## src/rtl/button_event_gen.sv

```systemverilog
// Turns a debounced button level into single-cycle press/release/repeat events plus long-press and busy levels.
// Optional press counter and clear input: define BUTTON_EVT_PRESS_COUNT_EN.
module button_event_gen #(
  parameter int unsigned HOLD_CYCLES   = 50000000,
  parameter int unsigned REPEAT_CYCLES = 10000000,
  parameter int unsigned CNT_W         = 26
) (
  input  logic       clk,
  input  logic       rst_n,
  input  logic       buttonState,
`ifdef BUTTON_EVT_PRESS_COUNT_EN
  input  logic       countClear,
  output logic [7:0] pressCount,
`endif
  output logic       pressPulse,
  output logic       releasePulse,
  output logic       repeatPulse,
  output logic       longPress,
  output logic       busy
);

  typedef enum logic [1:0] {
    IDLE,
    PRESSED,
    REPEATING
  } state_t;

  localparam logic [CNT_W-1:0] HOLD_LAST   = CNT_W'(HOLD_CYCLES - 1);
  localparam logic [CNT_W-1:0] REPEAT_LAST = CNT_W'(REPEAT_CYCLES - 1);

  state_t           state, state_nx;
  logic [CNT_W-1:0] cnt, cnt_nx;
  logic             press_nx, release_nx, repeat_nx, long_nx, busy_nx;

  always_ff @(posedge clk or negedge rst_n) begin
    if (!rst_n) begin
      state        <= IDLE;
      cnt          <= '0;
      pressPulse   <= 1'b0;
      releasePulse <= 1'b0;
      repeatPulse  <= 1'b0;
      longPress    <= 1'b0;
      busy         <= 1'b0;
    end else begin
      state        <= state_nx;
      cnt          <= cnt_nx;
      pressPulse   <= press_nx;
      releasePulse <= release_nx;
      repeatPulse  <= repeat_nx;
      longPress    <= long_nx;
      busy         <= busy_nx;
    end
  end

  // Release is tested before the threshold so a release on the threshold edge wins.
  always_comb begin
    state_nx   = state;
    cnt_nx     = cnt;
    press_nx   = 1'b0;
    release_nx = 1'b0;
    repeat_nx  = 1'b0;
    long_nx    = longPress;
    case (state)
      IDLE: begin
        long_nx = 1'b0;
        if (buttonState) begin
          state_nx = PRESSED;
          cnt_nx   = '0;
          press_nx = 1'b1;
        end
      end
      PRESSED: begin
        if (!buttonState) begin
          state_nx   = IDLE;
          cnt_nx     = '0;
          release_nx = 1'b1;
          long_nx    = 1'b0;
        end else if (cnt == HOLD_LAST) begin
          state_nx  = REPEATING;
          cnt_nx    = '0;
          long_nx   = 1'b1;
          repeat_nx = 1'b1;
        end else begin
          cnt_nx = cnt + CNT_W'(1);
        end
      end
      REPEATING: begin
        if (!buttonState) begin
          state_nx   = IDLE;
          cnt_nx     = '0;
          release_nx = 1'b1;
          long_nx    = 1'b0;
        end else if (cnt == REPEAT_LAST) begin
          cnt_nx    = '0;
          repeat_nx = 1'b1;
        end else begin
          cnt_nx = cnt + CNT_W'(1);
        end
      end
      default: begin
        state_nx = IDLE;
        cnt_nx   = '0;
        long_nx  = 1'b0;
      end
    endcase
    busy_nx = (state_nx != IDLE);
  end

`ifdef BUTTON_EVT_PRESS_COUNT_EN
  logic [7:0] count_nx;

  always_comb begin
    count_nx = pressCount;
    if (countClear) begin
      count_nx = '0;
    end else if (press_nx && (pressCount != 8'hFF)) begin
      count_nx = pressCount + 8'd1;
    end
  end

  always_ff @(posedge clk or negedge rst_n) begin
    if (!rst_n) begin
      pressCount <= '0;
    end else begin
      pressCount <= count_nx;
    end
  end
`endif

endmodule
```

## config.mk

```make
export PLATFORM = sky130hd
export DESIGN_NAME = button_event_gen
export DESIGN_NICKNAME = d
export VERILOG_FILES = /design/src/rtl/button_event_gen.sv
export SDC_FILE = /design/constraint.sdc
export NUM_CORES = 1
export LEC_CHECK = 0
export BUFFER_PORTS_ARGS = -buffer_cell sky130_fd_sc_hd__buf_2
export CAP_MARGIN = 20
export CORE_MARGIN = 4
export CORE_UTILIZATION = 30
export CTS_BUF_LIST = sky130_fd_sc_hd__clkbuf_2 sky130_fd_sc_hd__clkbuf_4 sky130_fd_sc_hd__clkbuf_8
export CTS_CLUSTER_SIZE = 10
export DETAILED_ROUTE_END_ITERATION = 16
export GPL_TIMING_DRIVEN = 0
export HOLD_SLACK_MARGIN = 0.12
export SLEW_MARGIN = 10
export SYNTH_ARGS = -nofsm -noshare
export SYNTH_HDL_FRONTEND = slang
export SYNTH_SLANG_ARGS = --single-unit
export TNS_END_PERCENT = 20
```

## constraint.sdc

```tcl
create_clock -name clk -period 1.9 [get_ports clk]
set_input_delay 0.19 -clock clk [delete_from_list [all_inputs] [get_ports clk]]
set_output_delay 0.19 -clock clk [all_outputs]
set_load 0.1 [all_outputs]
```

; Yosys cells after proc, flatten, opt, wreduce, memory -nomap -nowiden
; Cells that the tools add are included.
[word_totals]
reg_bits = 33
in_bits = 3
out_inout_bits = 5
word_cells = 43
[op_classes]
n_addsub = 1
eq_ne = 7
n_mux = 24
reduce_logical = 4
[op_table]
columns = operator, n
row1 = $mux 26, 5
row2 = $pmux 26 s3, 1
row3 = $add 26x1->26 const B, 1
row4 = $eq 26x24->1 const B, 1
row5 = $eq 26x26->1 const B, 1
row6 = $mux 1, 11
row7 = $mux 2, 4
row8 = $pmux 2 s3, 1
row9 = $ne 2x2->1 const B, 2
row10 = $pmux 1 s2, 2
row11 = $ne 3x3->1 const B, 1
row12 = $eq 2x1->1 const B, 1
row13 = $eq 2x2->1 const B, 1
row14 = $logic_not 2->1, 1
row15 = $reduce_and 2->1, 1
row16 = $reduce_bool 2->1, 1
row17 = $reduce_or 2->1, 1

; Longest topological paths before layout
; Gate-level depths: netlist (run 1).
[logic_depth]
word_depth = 5
ltp_mapped = 9
ltp_nobuf = 7

; Least setup slack after synthesis (run 1)
; Ideal clock, no wire load.
[synth_path]
path_kind = register to register
startpoint = register cnt[7]
endpoint = register cnt[25]
setup_time_ps = 131
t_arrival_ps = 1951
required_time_ps = 1769
path_slack_ps = -182
stages_incl_launch_ff = 7
n_path_buf = 1
period_less_slack_ps = 2082
cell_sequence = dfrtp_1 or4b_4 nor4_4 a21oi_2 buf_6 o2111ai_1 nand3_1
[synth_via]
elab_chain_len = 4
elab_cells_between_ends = 8
cone_classes = add/sub: 1 / eq/ne: 2 / mux: 5
[synth_rtl]
columns = item, line
row1 = from (decl), 32  ; logic [CNT_W-1:0] cnt, cnt_nx;
row2 = from (signal assigned), 46  ; cnt <= cnt_nx;
row3 = $add 26x1->26 (tied with other cells), "84, 97"
row4 = "$mux 26, on equally long branches", "93, 78"
row5 = "$mux 26, on equally long branches", "88, 73"
row6 = $pmux 26 s3 (*), 63  ; case (state)
; Mark *: on every way between the ends. The rest lies on a longest branch, timed or not.
; A chain may end at the register's enable or synchronous reset.

; Worst setup path after layout (run 1)
[layout_path]
startpoint = register cnt[8]
endpoint = register cnt[8]
; Same word-level chain as after synthesis.

==> results of run 1 <==
power breakdown:
part	internal, mW	switching [mW]
Clock	0.302	0.275
Sequential	0.741	0.0259
Combinational	0.230	0.519
through the flow:
step                setup slack (ns)  instance area (um^2)
floorplan                     -0.182                  2240
global route                  -0.262                  2710
finish                        -0.199                  2710
global placement              -0.467                  2400
detailed placement            -0.489                  2400
CTS                           -0.155                  2650
cells in the final DEF (no fill, tap or decap), drive strengths merged:
master,n
dlygate4sd3,1
a22oi,4
a31oi,1
nor4,8
or4,2
or4b,3
o211ai,12
nand2,44
o21ai,10
mux2i,1
or2,1
xor2,2
a211oi,1
clkbuf,12
nand3,15
nor2,15
nand2b,1
ha,5
nor3,5
dfrtp,33
buf,28
and2,9
nor3b,1
nand4,7
nor2b,5
a21oi,7
and3,2
dlygate4sd1,1
o2111ai,10
and4,6
or3,3
inv,13
xnor2,3
o221ai,8
o21bai,2
o31a,1
worst min path at each step:
stage                   end  cells after the start
2_1_floorplan          busy                      0
3_3_place_gp     pressPulse                      1
3_5_place_dp           busy                      1
4_1_cts        releasePulse                      2
5_1_grt        releasePulse                      2
6_report       releasePulse                      2
what timing repair did:
item,in CTS,in global routing
cloned,3,0
endpoints found under the hold margin,33,0
resized for setup,12,13
buffers inserted,10,3
pin swaps,7,3
endpoints found under the setup margin,29,29
hold buffers,1,0
cells in the mapped netlist (3+ instances only):
cell type,count,area (um^2)
nor2_1,15,56.3
nor3_1,5,25.0
nand2_1,43,161
xnor2_1,3,26.3
ha_1,5,62.6
nor2b_1,5,31.3
o211ai_1,9,67.6
and4_1,5,43.8
and2_1,8,50.1
o211ai_2,3,37.5
clkbuf_8,3,41.3
inv_1,13,48.8
o221ai_1,8,70.1
a21oi_1,3,15.0
or3_1,3,18.8
o21ai_1,7,35.0
nor4_1,7,43.8
o2111ai_1,9,78.8
dfrtp_1,33,826
a22oi_1,4,30.0
nand4_1,7,43.8
nand3_1,15,75.1
per-layer routing:
layer / global-route usage, % / vias up / share of wire [%]
met5: 0 / - / 0
met4: 5.54 / 0 / 2.0
met3: 2.80 / 13 / 5.0
met2: 23.9 / 67 / 47
met1: 19.5 / 979 / 46
li1: - / 988 / -
final cells by class:
class                   instances  area share [%]
plain buffers                  13            5.18
clock buffers                   7            3.33
inverters                      13            1.80
multi-input cells             194            48.7
flip-flops and latches         33            30.8
well taps                      99            4.58
repair buffers                 22            5.69
critical path, delay by kind of cell (launching register included):
family | cells | cell delay [ns]
flops | 1 | 0.40
buf+inv | 2 | 0.34
simple gates | 2 | 0.78
compound gates | 3 | 0.45
flip-flops by register name, summed over array words and instances (netlist names):
name	flops
repeatPulse	1
releasePulse	1
cnt	26
state	2
longPress	1
pressPulse	1
busy	1
cells by family after synthesis:
group | share of synthesized area [%]
mux | 0.448
fa+ha+maj | 2.80
flops | 37.0
compound gates | 19.3
simple gates | 30.5
xor+xnor | 1.96
buf+inv | 8.07
==> impl_metrics.json, run 1 <==
{
  "status": "finished with violations",
  "violations": "setup timing",
  "r2r_cells": 7,
  "remaining_drc_errors": 0,
  "grt-ovfl-total": 0,
  "area_delta_synth_final_pct": 21.1,
  "die_x_um": 94.3,
  "cts_buffer_depth": 2,
  "core_area_um2": 7250,
  "synthArstFlopShare_pct": 100,
  "final_hold_viol_count": 0,
  "drtIter0Drc": 162,
  "critPathMaxStageDelay_ns": 0.55,
  "leakagePower_nw": 1.10,
  "setup_viol": 28,
  "syn_area_um2": 2230,
  "cts_tree": "yes",
  "critPathMaxFanout": 5,
  "regArea_um2": 832,
  "worst_pin_slew_ns": 0.784,
  "path_cells": "or4b_4 > nor4_4 > buf_6 > a21oi_4 > o21ai_4 > buf_6 > o211ai_1",
  "cp.required_ns": 2.06,
  "ir_drop_mv": 0.260,
  "io_buffer_count": 7,
  "wirelength_um": 6190,
  "drive_above_1_share_pct": 24.8,
  "grt_usage_pct": 14.8,
  "root_buffer": "clkbuf_8",
  "crit_path_top_delay_cell": "or4b_4",
  "dr.pass1.iters": 5,
  "worstReg2RegEnd": "cnt[8]",
  "ys_seq_area_share_pct": 37.0,
  "crit_path_end_kind": "flip-flop",
  "vias": 2047,
  "holdCritStartpoint": "buttonState",
  "yosys_most_used_dff": "dfrtp_1",
  "setup.worst_path.end": "cnt[8]",
  "period_share_pct": 110,
  "start_util_pct": 30.8,
  "grt_pass1_wl_um": 10100,
  "gp_congestion": 0.860,
  "wl_per_cell_um": 16.2,
  "skew_ns": 0.00604,
  "fin_nets": 290,
  "io_pins": 8,
  "dpl.hpwl_um": 3990,
  "antenna_found_initial": 0,
  "min_path_type": "primary input to flip-flop",
  "tns_ns": -3.95,
  "clock_latency_ns": 0.29,
  "dp_cells": 358,
  "cp-startpoint": "cnt[8]",
  "fin_crit_ns": 2.10,
  "worst-setup-path-type": "flip-flop to flip-flop",
  "crit_path_frequent_cell": "buf_6",
  "drv_cap": 0,
  "rr_startpoint": "cnt[8]",
  "power_mw": 2.09,
  "die-area_um2": 8890,
  "multiInputGateArea_um2": 1320,
  "fillers": 739,
  "ys_ff_latch": 33,
  "fmax_mhz": 476,
  "antennaDiodeCount": 0,
  "ys_types": 51,
  "rrSetupSlack_ns": -0.20,
  "fin_ws_ns": -0.199,
  "finalNonFillerCells": 381,
  "cts_sinks": 33,
  "avgSynthCellArea_um2": 8.86,
  "slew_headroom_pct": 47.8,
  "rsz0062_at_grt": "yes",
  "row_count": 31,
  "die_y_um": 94.3,
  "htree_levels": 2,
  "slew_viol_final": 0,
  "synth_edf_count": 0,
  "grt_max_degree": 34,
  "critPathArrivalTime_ns": 2.26,
  "grt_pass1_vias": 2025,
  "cp-start-kind": "flip-flop",
  "cts_buffers": 5,
  "fin_util_pct": 37.3,
  "hold_slack_ns": 0.168,
  "clk_pin_slew_ns": 0.07,
  "synth_nets": 260,
  "yosys_warnings": 0,
  "viasPerCell": 5.37,
  "power.density_nw_per_um2": 774,
  "ant_nets": 0,
  "syn_inst": 252
}
No activity file was read; power rests on OpenSTA's default activity.
==> run 2: changes to the inputs <==
--- a/config.mk
+++ b/config.mk
@@ -14,6 +14,7 @@
 export DETAILED_ROUTE_END_ITERATION = 16
 export GPL_TIMING_DRIVEN = 0
 export HOLD_SLACK_MARGIN = 0.12
+export REMOVE_ABC_BUFFERS = 1
 export SLEW_MARGIN = 10
 export SYNTH_ARGS = -nofsm -noshare
 export SYNTH_HDL_FRONTEND = slang
==> impl_metrics.json, run 2 (synthesis results as in run 1) <==
{
  "status": "finished with violations",
  "violations": "setup timing",
  "grt_pass1_vias": 2019,
  "worst-setup-path-type": "flip-flop to flip-flop",
  "slew_viol_final": 0,
  "antennaDiodeCount": 0,
  "row_count": 31,
  "fin_ws_ns": -0.202,
  "ir_drop_mv": 0.360,
  "gp_congestion": 0.789,
  "largest_reg_flops": 26,
  "dr_wl_met3_um": 339,
  "skew_ns": 0.00612,
  "cts_buffers": 5,
  "regArea_um2": 830,
  "remaining_drc_errors": 0,
  "final_common_cell": "nand2_1",
  "p_clk_share_pct": 28.7,
  "placed_area_um2": 2300,
  "critPathArrivalTime_ns": 2.27,
  "setup_viol": 28,
  "drive_above_1_share_pct": 26.2,
  "rsz0062_at_grt": "yes",
  "slew_headroom_pct": 49.1,
  "clock_latency_ns": 0.29,
  "fmax_mhz": 476,
  "wl_per_cell_um": 15.9,
  "cp-start-kind": "flip-flop",
  "grt_max_degree": 34,
  "cp.required_ns": 2.07,
  "fin_crit_ns": 2.10,
  "reg_top3": "cnt: 26 flops, state: 2 flops",
  "min_path_type": "primary input to flip-flop",
  "viasPerCell": 5.54,
  "fillers": 727,
  "ant_nets": 0,
  "swShare_pct": 39.8,
  "worst_pin_slew_ns": 0.764,
  "cts_sinks": 33,
  "vias": 2096,
  "wl_met1_um": 2780,
  "switching_power_uw": 844,
  "root_buffer": "clkbuf_8",
  "fin_util_pct": 37.6,
  "grt-ovfl-total": 0,
  "postLayoutCellArea_um2": 2730,
  "grt_usage_pct": 14.4,
  "die-area_um2": 8890,
  "tns_ns": -3.95,
  "final_hold_viol_count": 0,
  "critPathMaxFanout": 13,
  "dpl.hpwl_um": 3390,
  "p_seq_share_pct": 36.1,
  "core_area_um2": 7250,
  "top_signal_layer_used": "met4",
  "htree_levels": 2,
  "drv_cap": 0,
  "die_y_um": 94.3,
  "die_x_um": 94.3,
  "fin_nets": 286,
  "p_int_mw": 1.27,
  "io_pins": 8,
  "period_share_pct": 111,
  "io_buffer_count": 7,
  "wl_met2_um": 2800,
  "start_util_pct": 30.8,
  "leakagePower_nw": 1.09,
  "antenna_found_initial": 0,
  "power.density_nw_per_um2": 776,
  "clk_pin_slew_ns": 0.07,
  "regMostFlops": "cnt",
  "cts_tree": "yes",
  "dr.pass1.iters": 4,
  "combPwrFrac_pct": 35.3,
  "area_delta_synth_final_pct": 22.2,
  "layout_common_cells": "nand2_1, dfrtp_1, nor2_1, nand3_1",
  "grt_pass1_wl_um": 10100,
  "drtIter0Drc": 196,
  "crit_path_end_kind": "flip-flop",
  "wirelength_um": 6020,
  "multiInputGateArea_um2": 1390,
  "cts_buffer_depth": 2
}
-- run 2: cell types whose count changed in the layout (fill, tap and decap cells not counted), moves of 2 or more --
cell / before / now
a21oi_4: 2 / 4
and4_2: 1 / 3
buf_4: 15 / 13
clkbuf_4: 3 / 0
clkbuf_8: 9 / 7
dfrtp_1: 28 / 30
dfrtp_2: 5 / 3
o221ai_1: 8 / 6
o221ai_2: 0 / 2
-- run 2: power by group through the flow --
stage               Sequential, mW  Clock [mW]  Combinational, mW
floorplan                    0.939           0              0.251
global placement             0.778           0              0.554
detailed placement           0.777           0              0.611
CTS                          0.764       0.616              0.700
global route                 0.768       0.648              0.794
finish                       0.764       0.607              0.747
-- run 2: per-stage QoR --
| step | setup WS (ns) | power (mW) | instances | hold WS [ns] |
|---|---|---|---|---|
| after floorplan | -0.909 | 1.19 | 238 | -0.106 |
| after global placement | -2.49 | 1.33 | 344 | 0.304 |
| after detailed placement | -0.975 | 1.39 | 346 | 0.309 |
| after CTS | -0.153 | 2.08 | 372 | 0.163 |
| after global routing | -0.250 | 2.21 | 378 | 0.187 |
| final | -0.202 | 2.12 | 378 | 0.176 |
-- run 2: final timing paths --
path	end	from	slack (ns)	cells after the start
max in group asynchronous	cnt[11]	rst_n	0.85	2
hold reg to reg	cnt[0]	cnt[0]	0.53	1
min in group asynchronous	cnt[17]	rst_n	0.52	2
hold / removal	releasePulse	buttonState	0.18	2
setup / recovery	cnt[9]	cnt[11]	-0.20	7
setup reg to reg	cnt[9]	cnt[11]	-0.20	7
-- run 2: per-layer routing --
metal | vias to the layer above | track usage, %
met4 | 0 | 5.17
met3 | 11 | 3.53
met1 | 1020 | 18.9
met2 | 68 | 22.9
met5 | - | 0
li1 | 997 | -
-- run 2: cell type report --
cell class | count | area share (%)
clock buffers | 7 | 3.53
clock inverters | 1 | 0.183
inverters | 13 | 1.79
multi-input cells | 197 | 51.0
flip-flops and latches | 33 | 30.4
well taps | 99 | 4.54
repair buffers | 28 | 8.57
-- run 2: critical path, cell delays in order, from the launching register on --
cell and delay, ns:
dfrtp_2 0.42, or4b_4 0.55, nor4_4 0.23, buf_6 0.19, buf_12 0.13, a21oi_4 0.14
o2111ai_1 0.23, nand3_1 0.09
-- run 2: repair_timing --
action	in CTS	in global routing
endpoints found under the hold margin	33	0
cloned	4	1
resized for setup	15	13
buffers inserted	13	5
hold buffers	1	0
pin swaps	15	13
endpoints found under the setup margin	30	29
==> run 3: changes to the inputs <==
--- a/config.mk
+++ b/config.mk
@@ -7,13 +7,16 @@
 export LEC_CHECK = 0
 export BUFFER_PORTS_ARGS = -buffer_cell sky130_fd_sc_hd__buf_2
 export CAP_MARGIN = 20
+export CELL_PAD_IN_SITES_DETAIL_PLACEMENT = 1
+export CELL_PAD_IN_SITES_GLOBAL_PLACEMENT = 1
 export CORE_MARGIN = 4
 export CORE_UTILIZATION = 30
-export CTS_BUF_LIST = sky130_fd_sc_hd__clkbuf_2 sky130_fd_sc_hd__clkbuf_4 sky130_fd_sc_hd__clkbuf_8
+export CTS_BUF_LIST = sky130_fd_sc_hd__clkbuf_4 sky130_fd_sc_hd__clkbuf_8 sky130_fd_sc_hd__clkbuf_16
 export CTS_CLUSTER_SIZE = 10
 export DETAILED_ROUTE_END_ITERATION = 16
 export GPL_TIMING_DRIVEN = 0
 export HOLD_SLACK_MARGIN = 0.12
+export PLACE_DENSITY_LB_ADDON = 0.1
 export REMOVE_ABC_BUFFERS = 1
 export SLEW_MARGIN = 10
 export SYNTH_ARGS = -nofsm -noshare
==> impl_metrics.json, run 3 (synthesis results as in run 1) <==
{
  "slew_viol_final": 0,
  "antenna_found_initial": 0,
  "skew_ns": 0.00831,
  "ant_nets": 0,
  "layout_common_cells": "nand2_1, dfrtp_1, nor2_1, nand3_1, inv_1",
  "cts_sinks": 33,
  "power.density_nw_per_um2": 832,
  "grt_pass1_wl_um": 12100,
  "die_x_um": 94.3,
  "row_count": 31,
  "cts_tree": "yes",
  "grt_usage_pct": 18.0,
  "gp_congestion": 0.740,
  "die_y_um": 94.3,
  "cp-start-kind": "flip-flop",
  "grt_max_degree": 34,
  "wirelength_um": 7400,
  "area_delta_synth_final_pct": 19.1,
  "top_signal_layer_used": "met4",
  "worst_pin_slew_ns": 0.790,
  "clock_latency_ns": 0.30,
  "clk_pin_slew_ns": 0.08,
  "final_hold_viol_count": 0,
  "htree_levels": 2,
  "reg_top3": "cnt: 26 flops, state: 2 flops",
  "rsz0062_at_grt": "yes",
  "ir_drop_mv": 0.300,
  "wl_met1_um": 3570,
  "remaining_drc_errors": 0,
  "cp.required_ns": 2.07,
  "wl_met2_um": 3510,
  "fmax_mhz": 466,
  "dr.pass1.iters": 4,
  "slew_headroom_pct": 47.3,
  "grt-ovfl-total": 0,
  "dpl.hpwl_um": 4040,
  "viasPerCell": 5.56,
  "drv_cap": 0,
  "core_area_um2": 7250,
  "wl_per_cell_um": 19.8,
  "fin_crit_ns": 2.14,
  "status": "finished with violations",
  "final_common_cell": "nand2_1",
  "dr_wl_met3_um": 248,
  "io_pins": 8,
  "vias": 2078,
  "antennaDiodeCount": 0,
  "period_share_pct": 113,
  "setup_viol": 29,
  "start_util_pct": 30.8,
  "regMostFlops": "cnt",
  "fin_ws_ns": -0.245,
  "largest_reg_flops": 26,
  "critPathMaxFanout": 7,
  "min_path_type": "primary input to flip-flop",
  "cts_buffers": 5,
  "grt_pass1_vias": 2127,
  "root_buffer": "clkbuf_8",
  "postLayoutCellArea_um2": 2660,
  "worst-setup-path-type": "flip-flop to flip-flop",
  "violations": "setup timing",
  "fin_util_pct": 36.7,
  "leakagePower_nw": 1.07,
  "critPathArrivalTime_ns": 2.31,
  "die-area_um2": 8890,
  "placed_area_um2": 2280,
  "fin_nets": 282,
  "cts_buffer_depth": 2,
  "drive_above_1_share_pct": 21.8,
  "io_buffer_count": 7,
  "crit_path_end_kind": "flip-flop",
  "drtIter0Drc": 139
}
==> run 3: cell types whose count changed in the layout (fill, tap and decap cells not counted), sizes merged <==
cell	change
clkinvlp	+1
bufinv	+1
clkbuf	-2
a21oi	-1
buf	-5
nor2b	+2
==> run 3: power by group <==
part           switching, mW  total [mW]  leakage (nW)  internal [mW]
logic                  0.566       0.743         0.559          0.177
clock network          0.313       0.706        0.0543          0.393
registers             0.0236       0.764         0.452          0.740
==> run 3: per-layer routing <==
metal	up-vias	track usage (%)
met2	34	28.8
met1	1048	25.1
met4	0	4.33
met3	7	3.13
li1	989	-
met5	-	0
==> run 3: cell type report <==
type / count / area (um^2)
clock buffers: 5 / 68.8
clock inverters: 3 / 46.3
fillers: 865 / 4590
inverters: 13 / 48.8
multi-input cells: 198 / 1370
flip-flops and latches: 33 / 828
well taps: 99 / 124
repair buffers: 23 / 173
==> run 3: timing repair <==
item                                    in CTS  in global routing
pin swaps                                   14                  2
hold buffers                                 1                  0
resized for setup                           16                  2
setup buffers                               15                  0
endpoints found under the setup margin      31                 30
cloned                                       6                  0
hold endpoints to repair                    33                  0
==> run 3: final timing paths <==
kind,to,slack (ns),cells past startpoint,startpoint
min in group asynchronous,state[0],0.51,2,rst_n
setup / recovery,cnt[8],-0.24,7,cnt[11]
max in group asynchronous,cnt[7],0.82,2,rst_n
hold reg to reg,cnt[0],0.53,1,cnt[0]
setup reg to reg,cnt[8],-0.24,7,cnt[11]
hold / removal,releasePulse,0.23,2,buttonState
==> run 3: per-stage QoR <==
step                      total power [mW]  std cells  setup slack, ns  TNS, ns  hold WS [ns]
final                                 2.21        374           -0.245    -4.62         0.228
after global routing                  2.31        374           -0.301    -6.71         0.231
after CTS                             2.24        374           -0.182    -3.63         0.215
after detailed placement              1.38        344            -1.06   -20.68         0.328
after global placement                1.36        344            -2.98   -72.31         0.338
after floorplan                       1.19        238           -0.909   -21.13        -0.106
==> run 3: critical path: stages (launching register included) <==
cell and delay (ns):
dfrtp_2 0.42, or4b_4 0.54, nor4_4 0.25, buf_6 0.21, a21oi_4 0.13, o21ai_4 0.19
buf_6 0.16, o211ai_1 0.10
